$ cat src/rtl/brisc_pkg.sv
// Shared widths, boot/exception vectors, NOP encoding and fetch FSM states.
package brisc_pkg;
  localparam int XLEN = 32;
  localparam int ILEN = 32;

  localparam logic [XLEN-1:0] PC_BOOT   = 32'h0000_1000;
  localparam logic [XLEN-1:0] PC_EXCEPT = 32'h0000_2000;
  localparam logic [ILEN-1:0] NOP       = 32'h0000_0013;

  typedef enum logic [1:0] {
    IDLE  = 2'd0,
    FETCH = 2'd1,
    HOLD  = 2'd2,
    DROP  = 2'd3
  } fetch_state_e;

  // Sequential PC advance; wraps naturally at 2^XLEN.
  function automatic logic [XLEN-1:0] pc_inc(input logic [XLEN-1:0] pc);
    return pc + XLEN'(4);
  endfunction
endpackage

$ cat src/rtl/fetch_stage.sv
// Single-outstanding instruction fetch: one instr per (mem latency + 2) cycles, held while stall_i.
// Flushes discard in-flight data; FETCH_ALIGN_CHECK_EN traps misaligned redirect targets.
module fetch_stage
  import brisc_pkg::*;
#(
  parameter logic [XLEN-1:0] BOOT_ADDR   = PC_BOOT,
  parameter logic [XLEN-1:0] EXCEPT_ADDR = PC_EXCEPT
) (
  input  logic            clk,
  input  logic            rst_n,
  output logic            imem_req_o,
  output logic [XLEN-1:0] imem_addr_o,
  input  logic            imem_ready_i,
  input  logic [ILEN-1:0] imem_rdata_i,
  input  logic            redirect_i,
  input  logic [XLEN-1:0] redirect_pc_i,
  input  logic            except_i,
  input  logic            stall_i,
  output logic            valid_o,
  output logic [ILEN-1:0] instr_o,
  output logic [XLEN-1:0] pc_o,
  output logic            misaligned_o
);

  fetch_state_e    r_state;
  fetch_state_e    w_state_nxt;
  logic [XLEN-1:0] r_pc;
  logic [XLEN-1:0] r_req_addr;
  logic [XLEN-1:0] r_pc_o;
  logic [ILEN-1:0] r_instr;
  logic            r_valid;
  logic [XLEN-1:0] w_pc_nxt;
  logic [XLEN-1:0] w_flush_tgt;
  logic            w_flush;
  logic            w_accept;
  logic            w_consume;
  logic            w_enter_fetch;

  assign w_flush   = except_i | redirect_i;
  assign w_accept  = (r_state == FETCH) & imem_ready_i & ~w_flush;
  assign w_consume = (r_state == HOLD) & ~stall_i;

`ifdef FETCH_ALIGN_CHECK_EN
  logic w_misaligned;
  logic r_misaligned;

  assign w_misaligned = redirect_i & ~except_i & (redirect_pc_i[1:0] != 2'b00);
  assign w_flush_tgt  = (except_i | w_misaligned) ? EXCEPT_ADDR : redirect_pc_i;

  always_ff @(posedge clk or negedge rst_n) begin
    if (!rst_n) r_misaligned <= 1'b0;
    else        r_misaligned <= w_misaligned;
  end

  assign misaligned_o = r_misaligned;
`else
  assign w_flush_tgt  = except_i ? EXCEPT_ADDR : (redirect_pc_i & ~XLEN'(3));
  assign misaligned_o = 1'b0;
`endif

  always_comb begin
    w_pc_nxt = r_pc;
    if (w_flush)       w_pc_nxt = w_flush_tgt;
    else if (w_accept) w_pc_nxt = pc_inc(r_pc);
  end

  always_ff @(posedge clk or negedge rst_n) begin
    if (!rst_n) r_state <= IDLE;
    else        r_state <= w_state_nxt;
  end

  // A flush arriving with the response re-fetches immediately; without it we must drain first.
  always_comb begin
    w_state_nxt = r_state;
    case (r_state)
      IDLE:  w_state_nxt = FETCH;
      FETCH: begin
        if (w_flush)           w_state_nxt = imem_ready_i ? FETCH : DROP;
        else if (imem_ready_i) w_state_nxt = HOLD;
      end
      HOLD:  if (w_flush || !stall_i) w_state_nxt = FETCH;
      DROP:  if (imem_ready_i)        w_state_nxt = FETCH;
      default: w_state_nxt = IDLE;
    endcase
  end

  always_comb begin
    imem_req_o = (r_state == FETCH) || (r_state == DROP);
  end

  // The request address only moves when a new request is launched, keeping it stable while outstanding.
  assign w_enter_fetch = (w_state_nxt == FETCH) && ((r_state != FETCH) || imem_ready_i);

  always_ff @(posedge clk or negedge rst_n) begin
    if (!rst_n) begin
      r_pc       <= BOOT_ADDR;
      r_req_addr <= BOOT_ADDR;
      r_valid    <= 1'b0;
      r_instr    <= NOP;
      r_pc_o     <= '0;
    end else begin
      r_pc <= w_pc_nxt;
      if (w_enter_fetch) r_req_addr <= w_pc_nxt;
      if (w_flush || w_consume) begin
        r_valid <= 1'b0;
        r_instr <= NOP;
      end else if (w_accept) begin
        r_valid <= 1'b1;
        r_instr <= imem_rdata_i;
        r_pc_o  <= r_pc;
      end
    end
  end

  assign imem_addr_o = r_req_addr;
  assign valid_o     = r_valid;
  assign instr_o     = r_instr;
  assign pc_o        = r_pc_o;

endmodule

$ cat config.mk
export PLATFORM = sky130hd
export DESIGN_NAME = fetch_stage
export DESIGN_NICKNAME = d
export VERILOG_FILES = /design/src/rtl/brisc_pkg.sv /design/src/rtl/fetch_stage.sv
export SDC_FILE = /design/constraint.sdc
export NUM_CORES = 1
export LEC_CHECK = 0
export CAP_MARGIN = 20
export CORE_ASPECT_RATIO = 1.75
export CORE_MARGIN = 4
export CORE_UTILIZATION = 25
export CTS_CLUSTER_DIAMETER = 120
export CTS_CLUSTER_SIZE = 8
export DETAILED_ROUTE_END_ITERATION = 6
export PLACE_DENSITY_LB_ADDON = 0.12
export SYNTH_ARGS = -nofsm -noshare
export SYNTH_HDL_FRONTEND = slang
export SYNTH_SLANG_ARGS = --single-unit
$ cat constraint.sdc
create_clock -name clk -period 3.4 [get_ports clk]
set_input_delay 0.51 -clock clk [delete_from_list [all_inputs] [get_ports clk]]
set_output_delay 0.51 -clock clk [all_outputs]
set_load 0.02 [all_outputs]
==> results of run 1 <==
worst max-delay path: stages:
cell and delay [ns]:
clkdlybuf4s50_1 0.56, or3_1 0.41, or4_4 0.57, o31a_1 0.31, nor3_1 0.32, o31ai_1 0.14
metrics by stage:
stage                util  instance area, um^2  hold slack [ns]  power [W]
global route        0.372                 8530            0.283    0.00493
finish              0.372                 8530            0.205    0.00472
CTS                 0.371                 8510            0.249    0.00481
floorplan               -                 5850            0.214    0.00221
detailed placement  0.342                 7840            0.452    0.00270
global placement    0.342                 7840            0.448    0.00269
power breakdown:
part,internal [W],total [W],switching [W]
sequential,0.00171,0.00182,0.000112
clock,0.00136,0.00207,0.000703
combinational,0.000392,0.000832,0.000440
total,0.00346,0.00472,0.00126
cell families (layout without fill, tap and decap cells):
group | count (synthesis) | after routing
simple gates | 242 | 242
flops | 131 | 131
compound gates | 123 | 123
buf+inv | 56 | 231
xor+xnor | 18 | 18
mux | 14 | 14
fa+ha+maj | 1 | 1
other cells | 1 | 1
path summary, 6_finish.rpt:
kind,cells past startpoint,end,slack (ns),from
worst min register to register,2,instr_o[0],0.46,instr_o[0]
worst max-delay path,6,imem_addr_o[17],0.86,except_i
worst max register to register,5,imem_addr_o[17],1.04,r_state[1]
worst min-delay path,1,imem_addr_o[11],0.21,rst_n
min in group clk,2,instr_o[0],0.46,instr_o[0]
max in group asynchronous,2,instr_o[1],2.23,rst_n
per-layer routing:
layer / vias to the layer above / GRT usage
li1: 2373 / -
met3: 21 / 0.0277
met1: 2447 / 0.173
met4: 0 / 0.0532
met2: 124 / 0.281
met5: - / 0
sequential cells by signal, indices dropped and copies added, names as in the netlist:
| signal | cells |
|---|---|
| valid_o | 1 |
| instr_o | 32 |
| r_pc | 32 |
| pc_o | 32 |
| imem_addr_o | 32 |
| r_state | 2 |
placed cells by master, fill, tap and decap left out, types with 5 or more instances in the layout:
cell type / Yosys / routed
a22o_1: 30 / 30
nor4_1: 6 / 6
mux2i_1: 6 / 6
xor2_1: 9 / 9
clkbuf_16: 0 / 17
clkdlybuf4s50_1: 0 / 164
a31oi_1: 7 / 7
mux2_2: 8 / 8
dfrtp_1: 126 / 126
nor2_1: 29 / 29
nand2_1: 131 / 131
bufinv_16: 0 / 5
a21oi_1: 17 / 17
o31ai_1: 8 / 8
nor3_1: 17 / 16
nand4_1: 12 / 12
nor2b_1: 7 / 7
xnor2_1: 9 / 9
o21ai_0: 35 / 35
buf_4: 2 / 13
inv_1: 17 / 17
nand3_1: 10 / 10
dfstp_2: 5 / 5
final cells by class:
class / instances / area, um^2 / area share
repair buffers: 182 / 1830 / 0.215
multi-input cells: 399 / 2310 / 0.271
clock inverters: 12 / 201 / 0.0236
inverters: 17 / 63.8 / 0.00748
well taps: 300 / 375 / 0.0440
clock buffers: 20 / 467 / 0.0547
flip-flops and latches: 131 / 3280 / 0.385
==> results.md, run 1 <==
- The run finished with clean final reports.
- In the detailed route, the total length drawn on met2 is around 11 mm.
- The number of buffers created by CTS is 17.
- The via count of the first global-routing pass is 5,345.
- The distinct cell type count after synthesis is 55.
- By count the netlist is led by nand2_1 (131), dfrtp_1 (126), o21ai_0 (35), a22o_1 (30), nor2_1 (29).
- After the flow finishes, the layout carries non-filler instances totaling 1,061.
- The via count normalized by instance count is 4.68.
- The total negative slack for setup checks is 0 ns.
- The synthesized netlist occupies a cell area of 5850 um^2.
- The static leakage power is around 3.7 nW.
- The number of standard cells after synthesis is 586.
- Post-CTS timing repair inserted 0 buffers for setup.
- For this run the aggregate overflow at the end of global routing stands at 0.
- Yosys instantiated no cell more often than nand2_1.
- The wire length of the first global-routing pass is around 30 mm.
- The number of nets handed over by synthesis was 657.
- The number of inserted filler cells in the final layout is approximately 2.3k.
- The number of flip-flops and latches in the synthesized netlist is 131.
- The number of hold buffers added after cts is 0.
- The detailed route wirelength on metal3 is around 720 um.
- Static timing analysis puts the maximum clock frequency at 393 MHz.
- In this run, synthesis inferred 0 flip-flops with an integrated enable.
- The relative slew slack is 0.364.
- The slew at the pin closest to its max-slew limit is 0.954 ns.
- Data on the critical path is required at its endpoint by 3.68 ns.
- The final setup violation count is 0.
- The post-synthesis average cell area is ~10 um^2.
- The final worst-path cycle share is 0.748.
- The initial standard-cell utilization of the core is 0.255.
- The H-tree was split into 4 levels.
- Clock-pin slew was measured on the worst setup and hold paths at about 0.06 ns.
- The signal arrival time at the worst endpoint is 2.82 ns.
- The uppermost signal routing layer after detailed routing is met4.
- After synthesis, the largest family of logic cells by area is simple AND/OR/NAND/NOR gates.
- The final critical-path required period is 2.54 ns.
- The power density over cell area is between 500 and 600 nW/um^2.
- Across the VDD grid, the largest voltage drop is about 0.27 mV.
- Yosys attributes the largest share of cell area to dfrtp_1 (54%), nand2_1 (8.4%), a22o_1 (4.5%).
- The detailed-placement wirelength estimate is 14.1 mm.
- The fraction of final layout cells sized beyond drive strength 1 is 0.0972.
- Setup slack on the critical path of the routed design comes to around 0.86 ns.
- The number of antenna violations at the first check in global routing is 0.
- The floorplan has 73 rows.
- Max-cap violations in this run came to 0.
- Once placement completed, the tool counted placed cells totaling 1,028.
- The dominant cell type by area after synthesis is dfrtp_1.
- The wire length per cell after detailed routing is 18.4 um.
- The number of I/O port buffers is roughly 170.
- The count of pins over their slew limit is 0.
- Measured against the total synthesized area, the mux share comes to 0.0257.
- The share of the synthesized area in compound gates (AO/OA/AOI/OAI) was 0.144.
- The layout net count is 819.
- The overall routing resource usage is 0.153.
- In this run the clock root is driven by a clkbuf_16.
- The area enclosed by the die boundary is 26,000 um^2.
- In the routed design, unresolved DRC markers number 0.
- Measured along the y axis, the die boundary spans 210 um.
- Setup repair after global routing left no endpoint under its margin.
- Routability-driven placement finished with a final weighted congestion of 0.796.
- The adder-cell area share of the yosys netlist is 0.00214.
- The number of antenna diodes in the final layout is 0.
- In the final routing, the length of wire on met1 measures between 7 and 8 mm.
- The most used flip-flop cell after synthesis is dfrtp_1.
- The worst setup path is captured at a register.
- TritonCTS built the clock tree.
- The clock sink count is 131.
- The number of DRC markers after the initial detailed-route iteration is between 200 and 250.
- The detail route stage leaves a number of antenna-violating nets equal to 0.
- The kind of launch point of the worst setup path is an input pin.
- The simple-gate portion of the synthesized area is 0.193.
- The final hold violation count is 0.
- The clock reaches the later pin of the worst-skew pair after 0.42 ns.
- After detailed routing, the total wire length is between 15 and 20 mm.
- During synthesis, Yosys emitted a total of 0 warnings.
- The area growth from synthesis to layout is 45.9%.
- The final clock skew is 0.00853 ns.
- In this run the standard cell core region covers 22,900 um^2.
- The worst setup timing slack at the placement stage is 0.400 ns.
- The first-pass iteration count of the detailed router is 4.
- The number of gates resized after CTS is 0.
- The synthesized-area fraction occupied by xor and xnor cells is 0.0270.
- The maximum net fanout on the critical path is 6.
- The number of top-level pins is 169.
- The fraction of synthesized cell area taken by the top area cell type is 0.539.
- The clock tree buffer depth is 2.
- The worst setup path is of the in2reg kind.
- The sequential cell area fraction in the yosys report is 0.562.
- The number of vias after detailed routing is 4,965.
- Measured along the x axis, the die boundary spans 124 um.
- The path category of the worst min-delay check is in2async.
- Of all flip-flops after synthesis, the portion carrying an async set or reset was 1.00.
- The pin count of the biggest net entering global routing is 101.
No activity file was read; power rests on OpenSTA's default activity.
==> run 2: changes to the inputs <==
- clock period: 3.4 -> 2.65 ns (I/O delays scaled with it)
==> results.md, run 2 (synthesis gave the netlist of run 1 again) <==
- The final hold violation count was 0 (unchanged).
- The relative slew slack is 0.661 (+0.297).
- The number of vias after detailed routing came to 5,031 (+1.3%).
- The post-route total power was 0.00597 W (+26%).
- The via count normalized by instance count is 4.68 (about the same).
- The number of top-level pins is 169 (unchanged).
- In the layout the commonest cells are clkdlybuf4s50_1 (164), nand2_1 (131), dfrtp_1 (126), o21ai_0 (35), a22o_1 (30).
- The number of DRC markers after the initial detailed-route iteration is 261 (+15%).
- The kind of launch point of the worst setup path is a register.
- The number of violations of the max-capacitance limit is 0 (unchanged).
- The required time at the worst-slack endpoint is 2.94 ns (-0.74 ns).
- The horizontal extent of the die is 124 um (unchanged).
- The clock sink count is 131 (unchanged).
- The count of pins over their slew limit was 0 (unchanged).
- The core outline area is 22,900 um^2 (unchanged).
- The number of I/O port buffers was 165 (unchanged).
- The overflow left after global routing is 0 (unchanged).
- The layout net count is 834 (+1.8%).
- The via count of the first global-routing pass is 5,603 (+4.8%).
- In the finished design, the share of the clock period the worst path needs comes to 0.867.
- The number of buffers created by CTS is 17 (unchanged).
- The post-CTS setup buffer count is 0 (unchanged).
- Static timing analysis puts the maximum clock frequency at 435 MHz.
- The worst setup path is captured at a register.
- The number of antenna violations at the first check in global routing is 0 (unchanged).
- Setup repair after global routing left no endpoint under its margin.
- The clock tree buffer depth is 2 (unchanged).
- The slew at the pin closest to its max-slew limit came to 0.508 ns (-0.446 ns).
- TritonCTS built the clock tree.
- The number of levels in the clock H-tree is 4 (unchanged).
- The count of antenna-violating nets left after detailed routing came to 0 (unchanged).
- The maximum VDD drop is 0.375 mV (+40%).
- The area growth from synthesis to layout is 47.6%.
- The final critical-path required period is 2.30 ns.
- Leaving out fill and tap cells, the most frequent cell in the layout is clkdlybuf4s50_1.
- The worst hold slack after final layout is 0.469 ns (+0.264 ns).
- The fraction of final layout cells sized beyond drive strength 1 is 0.110 (+0.0123).
- The static leakage power is 3.78 nW (+1.8%).
- The wire length of the first global-routing pass is 31.3 mm (+3.6%).
- The cell row count is 73 (unchanged).
- The path category of the worst min-delay check is reg2reg.
- The final wirelength is 19.7 mm (+1.0%).
- The maximum net fanout on the critical path is 7 (+1).
- The final clock skew was 0.00870 ns (+0.000166 ns).
- The overall routing resource usage is 0.157 (+0.00450).
- The count of unresolved DRC violations after routing is 0 (unchanged).
- The final weighted congestion in routability-driven placement is 0.789 (-0.87%).
- The pin count of the biggest net entering global routing is 57 (-44%).
- The first-pass iteration count of the detailed router was 4 (unchanged).
- The category of the most critical setup path is reg2reg.
- The die outline height is 210 um (unchanged).
- The signal arrival time at the worst endpoint is 2.59 ns (-0.23 ns).
- The final core utilization was 0.377 (+0.00442).
- The detailed-placement wirelength estimate is 14.6 mm (+3.9%).
- The number of diodes was 0 (unchanged).
- The initial standard-cell utilization of the core is 0.255 (unchanged).
- The tree is rooted in a clkbuf_16.
- The clock latency of the later-clocked register in the worst-skew pair is 0.42 ns (about the same).
- The power density over cell area came to 691 nW/um^2 (+25%).
- The area enclosed by the die boundary came to 26,000 um^2 (unchanged).
- The register clock-pin slew on the reported worst setup and hold paths is 0.06 ns (about the same).
- The wire length per cell after detailed routing was 18.3 um (-0.37%).
- The flow ran to the end, and the final reports show no timing, DRC or antenna violations.
- The final setup violation count came to 0 (unchanged).
==> run 2: changes by cell type in the layout (fill, tap and decap cells not counted) <==
cell / delta
clkinv_4: -1
dlygate4sd3_1: +1
buf_4: +12
bufinv_16: -1
buf_12: +2
clkbuf_1: +3
clkinvlp_4: -1
clkinv_2: +1
inv_6: -1
==> run 2: report_power, final <==
group	internal, W	switching [W]
combinational	0.000516	0.000564
clock	0.00165	0.000900
sequential	0.00219	0.000147
==> run 2: worst paths after layout <==
kind,startpoint,cells past startpoint,slack [ns],to
worst max-delay path,r_state[1],5,0.35,imem_addr_o[17]
worst min-delay path,instr_o[0],2,0.47,instr_o[0]
worst max register to register,r_state[1],5,0.35,imem_addr_o[17]
worst min register to register,instr_o[0],2,0.47,instr_o[0]
max in group asynchronous,rst_n,3,1.35,imem_addr_o[12]
min in group asynchronous,rst_n,2,0.49,imem_addr_o[4]
==> run 2: layout make-up <==
type / count / area (um^2)
fill: 2309 / 14300
sequential: 131 / 3280
multi-input combinational: 399 / 2310
timing repair buffer: 197 / 1970
clock buffer: 23 / 478
tap: 300 / 375
clock inverter: 9 / 151
inverter: 17 / 63.8
==> run 2: critical path: stages, from the launching register on <==
cell and delay [ns]:
dfrtp_1 0.44, or3_1 0.42, or4_4 0.57, o31a_1 0.31, nor3_1 0.29, o31ai_1 0.14
==> run 2: layer usage <==
metal / up-vias / GRT usage / part of all wire
li1: 2410 / - / -
met1: 2466 / 0.172 / 0.39
met2: 129 / 0.292 / 0.55
met3: 26 / 0.0303 / 0.035
met4: 0 / 0.0608 / 0.025
met5: - / 0 / 0
==> run 2: repair_timing <==
item                                   in CTS  in global routing
hold buffers                                1                  0
resized for setup                           0                  0
endpoints found under the hold margin      48                  0
==> run 2: metrics by stage <==
step                worst slack [ns]  area, um^2  setup TNS [ns]  instances
floorplan                      0.471        5850               0        586
global placement             -0.0150        7990         -0.0331       1043
detailed placement           -0.0496        7990          -0.211       1043
CTS                            0.316        8630               0       1076
global route                   0.219        8630               0       1076
finish                         0.351        8630               0       1076
==> run 3: changes to the inputs <==
- CORE_UTILIZATION: 25 -> 48
==> results.md, run 3 (synthesis gave the netlist of run 1 again) <==
- The pin count of the biggest net entering global routing is 76 (+33%).
- The cell row count is 53 (-27%).
- The post-CTS setup buffer count is 0 (unchanged).
- The horizontal extent of the die is 91.4 um (-26%).
- The number of vias after detailed routing is 5,068 (+0.74%).
- The worst setup path is of the reg2reg kind.
- The count of antenna-violating nets left after detailed routing came to 0 (unchanged).
- The number of violations of the max-capacitance limit was 0 (unchanged).
- The slew at the pin closest to its max-slew limit came to 0.548 ns (+0.0400 ns).
- The number of top-level pins is 169 (unchanged).
- The number of levels in the clock H-tree is 4 (unchanged).
- The final critical-path required period is 2.29 ns (-0.00776 ns).
- Leaving out fill and tap cells, the most frequent cell in the layout is clkdlybuf4s50_1.
- The count of pins over their slew limit came to 0 (unchanged).
- STA classifies the critical path endpoint as a register.
- The overflow left after global routing came to 0 (unchanged).
- The count of unresolved DRC violations after routing was 0 (unchanged).
- The summed area of non-filler cells in the final layout is 8350 um^2 (-3.3%).
- The wire length of the first global-routing pass came to 28.4 mm (-9.2%).
- The number of hold buffers added after cts was 1 (unchanged).
- The maximum VDD drop is 0.497 mV (+33%).
- The required time at the worst-slack endpoint is 2.94 ns (about the same).
- The top cell types in the final layout, fill and taps aside, are clkdlybuf4s50_1 (164), nand2_1 (131), dfrtp_1 (126), o21ai_0 (35), a22o_1 (30).
- The via count of the first global-routing pass is 5,494 (-1.9%).
- The detailed-placement wirelength estimate is 12.1 mm (-17%).
- The worst hold slack after final layout is 0.413 ns (-0.0560 ns).
- The number of diodes came to 0 (unchanged).
- The total negative slack for setup checks is 0 ns (unchanged).
- The slack of the worst reg-to-reg path is 0.36 ns (about the same).
- The final clock skew is 0.00933 ns (+0.000629 ns).
- The die outline height is 154 um (-27%).
- The layout net count was 829 (-0.60%).
- The power density over cell area is 679 nW/um^2 (-1.7%).
- The number of gates resized after CTS was 0 (unchanged).
- The post-detailed-placement cell area is 7770 um^2 (-2.8%).
- The clock tree buffer depth came to 2 (unchanged).
- The via count normalized by instance count came to 5.41 (+16%).
- The area taken by flip-flops and latches is 3280 um^2 (unchanged).
- The run finished with clean final reports.
- The number of antenna violations at the first check in global routing was 0 (unchanged).
- The area enclosed by the die boundary came to 14,100 um^2 (-46%).
- The fraction of final layout cells sized beyond drive strength 1 is 0.102 (-0.00707).
- The wire length per cell after detailed routing came to 18.2 um (-0.64%).
- The relative slew slack was 0.633 (-0.0280).
- The final worst-path cycle share is 0.865 (-0.00293).
- The post-route total power came to 0.00567 W (-5.0%).
- The signal arrival time at the worst endpoint came to 2.58 ns (about the same).
- The number of I/O port buffers was 165 (unchanged).
- The TritonCTS clock tree is yes.
- The final hold violation count is 0 (unchanged).
- The path category of the worst min-delay check is in2async.
- The number of inserted filler cells in the final layout came to 951 (-59%).
- The kind of launch point of the worst setup path is a register.
- The maximum clock frequency is 436 MHz (+0.34%).
- The final weighted congestion in routability-driven placement is 0.848 (+7.5%).
- The final wirelength is 17.0 mm (-14%).
- In this run the clock root is driven by a clkbuf_16.
- The core outline area is 12,000 um^2 (-48%).
- The first-pass iteration count of the detailed router was 6 (+2).
- The number of DRC markers after the initial detailed-route iteration is 371 (+42%).
- The clock latency of the later-clocked register in the worst-skew pair is 0.42 ns (about the same).
- The number of buffers created by CTS is 17 (unchanged).
- The static leakage power is 3.71 nW (-1.9%).
- The initial standard-cell utilization of the core is 0.487 (+0.232).
- The register clock-pin slew on the reported worst setup and hold paths is 0.06 ns (about the same).
- The area occupied by multi-input gates is 2310 um^2 (unchanged).
- The clock sink count is 131 (unchanged).
- The final setup violation count is 0 (unchanged).
- Setup repair after global routing left no endpoint under its margin.
- The area added between synthesis and finish is 42.7%.
- The maximum net fanout on the critical path is 7 (unchanged).
- The overall routing resource usage is 0.255 (+0.0975).
[run 3: worst paths after layout]
path	from	end	cells after the start
setup / recovery	r_state[1]	imem_addr_o[17]	5
hold / removal	rst_n	imem_addr_o[7]	2
setup reg to reg	r_state[1]	imem_addr_o[17]	5
hold reg to reg	instr_o[4]	instr_o[4]	2
max in group asynchronous	rst_n	instr_o[3]	3
min in group clk	instr_o[4]	instr_o[4]	2
[run 3: where the power goes]
| group | switching (W) | internal [W] | leakage [nW] | total, W |
|---|---|---|---|---|
| Clock | 0.000864 | 0.00140 | 0.270 | 0.00227 |
| Combinational | 0.000557 | 0.000511 | 1.72 | 0.00107 |
| Sequential | 0.000144 | 0.00219 | 1.72 | 0.00234 |
| Total | 0.00156 | 0.00411 | 3.71 | 0.00567 |
[run 3: cell type report]
type | instances | area share
clock buffer | 22 | 0.0544
clock inverter | 10 | 0.0133
inverter | 17 | 0.00765
multi-input combinational | 399 | 0.277
sequential | 131 | 0.394
tap | 165 | 0.0247
timing repair buffer | 192 | 0.230
[run 3: metal layers]
metal | GRT usage | routed length, um | up-vias
li1 | - | - | 2385
met1 | 0.285 | 6340 | 2459
met2 | 0.446 | 9130 | 179
met3 | 0.0631 | 942 | 45
met4 | 0.123 | 613 | 0
met5 | 0 | 0 | -
[run 3: worst max-delay path, stage by stage (launching register included)]
cell     delay, ns
dfrtp_1       0.45
or3_1         0.43
or4_4         0.56
o31a_1        0.32
nor3_1        0.26
o31ai_1       0.13
[run 3: stage by stage]
step | cells | setup slack, ns | util
final | 936 | 0.359 | 0.695
after CTS | 936 | 0.362 | 0.695
after detailed placement | 903 | 0.0308 | 0.647
after global placement | 903 | 0.0392 | 0.647
after floorplan | 586 | 0.471 | -
after global routing | 936 | 0.262 | 0.695
==> edit 1: new RTL, settings of run 3 <==
The option `FETCH_ALIGN_CHECK_EN` is turned on by a define.
--- a/src/rtl/fetch_stage.sv
+++ b/src/rtl/fetch_stage.sv
@@ -2,2 +2,4 @@
 // Flushes discard in-flight data; FETCH_ALIGN_CHECK_EN traps misaligned redirect targets.
+`define FETCH_ALIGN_CHECK_EN
+
 module fetch_stage
Function: changed (Yosys sat finds a counterexample within 4 cycles, from zero or initial values and one cycle with rst_n low).
==> edit 1 against run 3 <==
- synthesized area down 3.3%
- utilization up 0.89 points
- sequential power down 8%
- routed wire length down 10%
- critical path depth unchanged
- total power down 8.6%
- setup slack better by 0.13 ns
- design area down 2.3%
- worst hold slack better by 0.056 ns
- sequential cell count up 1
- critical path type unchanged
- largest cell class unchanged
- largest power group is now clock
- highest routed layer unchanged
==> edit 1: results (changes against run 3) <==
The number of buffer cells added on primary ports was 168 (+1.8%). In this run the critical register-to-register path is captured at imem_addr_o[27]$_DFFE_PN0P_. The filler cell count in the final layout was 900 (-5.4%); the net count after synthesis was 621 (-5.5%).

The run finished with clean final reports. On the critical path, the stage with the largest delay is an instance of sky130_fd_sc_hd__dfstp_2. The number of library cell types mapped by synthesis came out at 45 (-18%). The placed wire-length estimate is 11000 microns (-9.8%), and the first-pass iteration count of the detailed router is 4 (-2). The maximum number of pins on one net before global-route repair is 59 (-22%), and the clock skew is 0.00887 ns (-0.000457 ns).

The global-route wire length before repair was 25400 microns (-10%). The delay of the slowest cell on the worst path is 0.58 ns (+0.02 ns), and the number of global-route vias before repair is 5103 (-7.1%). Fraction of the mapped netlist area in compound gates: 0.125 (-0.0190). The commonest cells after synthesis are sky130_fd_sc_hd__nand2_1 (141), sky130_fd_sc_hd__dfrtp_1 (127), sky130_fd_sc_hd__o21ai_0 (44). The placed instance count is 834 (-7.6%), and the total number of vias is 4662 (-8.0%).

The weighted congestion at the end of routability-driven global placement was 0.833 (-1.7%); the average via count per standard cell was 5.38 (-0.69%). The tools report the final worst-path setup slack as 0.490 ns (+0.131 ns). The clock latency at the later pin of the worst-skew pair was 0.40 ns (-0.02 ns). The transition time at the pin with the least slew margin is 1.04 ns (+0.490 ns).

The path class of the lowest-slack min-delay path was reg -> reg. For the sequential group share of total power, the log shows 0.415 (+0.003). The total leakage power was 3.56 nW (-4.0%). The worst slack at placement is 0.153 ns (+0.122 ns). The largest fanout on the critical path came out at 9 (+2). The worst voltage drop across the vdd grid was 0.561 mV (+13%). The critical path data arrival time is 2.44 ns (-0.14 ns), and the global-route usage over all layers is 0.234 (-0.0203). The part of the Yosys area used for sequential elements came out at 0.585 (+0.0237).

The switching part of the total power works out to 0.233 (-0.0426).
edit 1: changes by cell type in the layout (fill, tap and decap cells not counted), moves of 8 or more:
cell / before / now
sky130_fd_sc_hd__xnor2_1: 9 / 24
sky130_fd_sc_hd__nor3_1: 16 / 8
sky130_fd_sc_hd__inv_1: 17 / 5
sky130_fd_sc_hd__nand2_1: 131 / 141
sky130_fd_sc_hd__o21ai_0: 35 / 44
edit 1: area by class of cell:
cell class / count / area [sq um] / area share
clock buffer: 19 / 443 / 0.0543
clock inverter: 13 / 183 / 0.0224
inverter: 5 / 18.8 / 0.00230
multi-input combinational: 377 / 2190 / 0.268
sequential: 132 / 3310 / 0.406
tap: 135 / 169 / 0.0207
timing repair buffer: 186 / 1850 / 0.226
edit 1: metal layers:
layer	global-route usage	vias up	routed length, microns
met2	0.429	152	8280
met3	0.0627	17	878
met5	0	-	0
li1	-	2221	-
met4	0.0821	0	278
met1	0.263	2272	5840
==> edit 2: new RTL, settings of run 3 <==
Without the edit above. The 4 states of `fetch_state_e` get a Gray code encoding in 2 bits.
--- a/src/rtl/brisc_pkg.sv
+++ b/src/rtl/brisc_pkg.sv
@@ -10,6 +10,6 @@
   typedef enum logic [1:0] {
-    IDLE  = 2'd0,
-    FETCH = 2'd1,
-    HOLD  = 2'd2,
-    DROP  = 2'd3
+    IDLE  = 2'b00,
+    FETCH = 2'b01,
+    HOLD  = 2'b11,
+    DROP  = 2'b10
   } fetch_state_e;
Check against the original RTL: same outputs for any inputs over 4 cycles, from zero or initial values and one cycle with rst_n low; so few cycles prove little.
==> edit 2 against run 3 <==
- clock skew shrank 0.0022 ns
- count of clock-buffer cells in the layout is 1 lower
- via count shrank 1.5%
- sequential cell count stayed put
- first-iteration DRC count fell by 15%
- non-clock buffer count increased by 4
- global-route usage down 1.3 points
- routed wire length decreased by 3.9%
- setup slack worse by 0.24 ns
- design area up 1.0%
- sequential share of layout area decreased by 0.41 points
- synthesized area is 0.47% lower
Power is not compared: it rests on default switching activity, and its combinational part moved more than twofold at a synthesized area within 25%.
==> edit 2: results (changes against run 3) <==
The logs give 16400 microns (-3.9%) for the final wirelength and 316 (-15%) for the number of DRC markers after the initial detailed-route iteration. For the critical path data arrival time, the log shows 2.88 ns (+0.30 ns). The slowest cell on the critical path was sky130_fd_sc_hd__dfstp_2. Delay of the slowest cell on the worst path: 0.58 ns (+0.02 ns).

The highest clock rate came out at 396 MHz (-9.3%). The tools report the termination of the worst setup path as imem_addr_o[17]$_DFFE_PN0P_. The flow ran to the end, and the final reports show no timing, DRC or antenna violations. The final net count is 801 (-3.4%), and the total leakage power is 3.69 nW. The clock slew seen by the registers of the worst setup and hold paths came out at 0.06 ns (about the same). The tools report the global-route wire length before repair as 27000 microns (-5.1%). The filler cell count in the final layout is 908 (-4.5%). Sorting the synthesized cells by area gives the leading types as sky130_fd_sc_hd__dfrtp_1 (54%), sky130_fd_sc_hd__nand2_1 (7.7%), sky130_fd_sc_hd__mux2_2 (6.0%). The clock skew came out at 0.00715 ns (-0.00218 ns).

The count of mapped cells out of synthesis came out at 546 (-6.8%). The global-route usage over all layers is 0.242 (-0.0128). The average via count per standard cell was 5.70 (+5.2%); the transition time at the pin with the least slew margin was 0.969 ns (+0.420 ns).

The path class of the lowest-slack min-delay path was reg -> reg. Proportion of layout cells with a drive suffix above 1: 0.142 (+0.0396). Length in cells of the worst reg-to-reg path: 5 (unchanged).

The run gives 0.564 (+0.00266) as the part of the Yosys area used for sequential elements. By count the netlist is led by sky130_fd_sc_hd__dfrtp_1 (126), sky130_fd_sc_hd__nand2_1 (119), sky130_fd_sc_hd__mux2_2 (31). The detailed-route wire length per cell is 18.7 microns (+2.7%), and the final worst hold slack is 0.466 ns (+0.0532 ns). The largest fanout on the critical path works out to 9 (+2). The tools report the startpoint of the worst-slack reg-to-reg timing path as r_pc[12]$_DFF_PN1_. The placed wire-length estimate came out at 11700 microns (-3.3%). Async set-reset flop share out of synthesis: 1.00 (unchanged). The logs give 0.12 ns (-0.24 ns) for the minimum setup slack among reg-to-reg paths and 7760 sq um (about the same) for the placed cell area.

The weighted congestion at the end of routability-driven global placement is 0.958 (+13%), and the maximum number of pins on one net before global-route repair is 67 (-12%). The tools report the net count after synthesis as 621 (-5.5%). The logs give 2390 sq um (+3.5%) for the area of the multi-input gates and 0 (unchanged) for the buffers inserted during post-CTS setup optimization. The run gives -0.162 ns (-0.193 ns) as the worst slack at placement. The logs give 5226 (-4.9%) for the number of global-route vias before repair and 5 (-1) for the first-pass iteration count of the detailed router.
==> edit 2: cell count changes in the layout (fill, tap and decap cells not counted), moves of 4 or more <==
cell                              run 3  this run
sky130_fd_sc_hd__a211oi_1             1        12
sky130_fd_sc_hd__a21oi_1             17         6
sky130_fd_sc_hd__o21ai_0             35         8
sky130_fd_sc_hd__o31ai_1              8         3
sky130_fd_sc_hd__or4_1                2         7
sky130_fd_sc_hd__buf_4               22        28
sky130_fd_sc_hd__xor2_1               9         2
sky130_fd_sc_hd__mux2i_1              6         0
sky130_fd_sc_hd__mux2_2               8        31
sky130_fd_sc_hd__ha_1                 1         5
sky130_fd_sc_hd__nand2_1            131       119
sky130_fd_sc_hd__a31oi_1              7         2
sky130_fd_sc_hd__inv_1               17         4
sky130_fd_sc_hd__a311oi_1             0         4
==> edit 2: repair_timing <==
action,CTS,global route
setup endpoints to repair,0,3
endpoints found under the hold margin,30,0
hold buffers,1,0
resized for setup,0,3
==> edit 2: kinds of logic (layout without fill, tap and decap cells) <==
kind of cell | Yosys count | after routing | share of synthesized area
adders and majority gates | 5 | 5 | 0.0107
AOI/OAI and AO/OA | 94 | 94 | 0.130
other | 1 | 1 | 0.000644
buffers and inverters | 41 | 234 | 0.0294
DFF | 131 | 131 | 0.564
xor gates and xnor gates | 10 | 10 | 0.0150
and+or+nand+nor | 232 | 232 | 0.188
muxes | 32 | 32 | 0.0619
==> edit 2: metal layers <==
layer	track usage	wire (microns)	vias up
li1	-	-	2315
met2	0.417	8580	208
met1	0.290	6380	2436
met3	0.0573	982	33
met4	0.0957	417	0
met5	0	0	-
==> edit 2: final cells by class <==
type                    count  area share
clock buffers              21      0.0558
clock inverters            11      0.0206
inverters                   6     0.00267
multi-input cells         374       0.283
flip-flops and latches    131       0.389
well taps                 137      0.0203
repair buffers            196       0.228
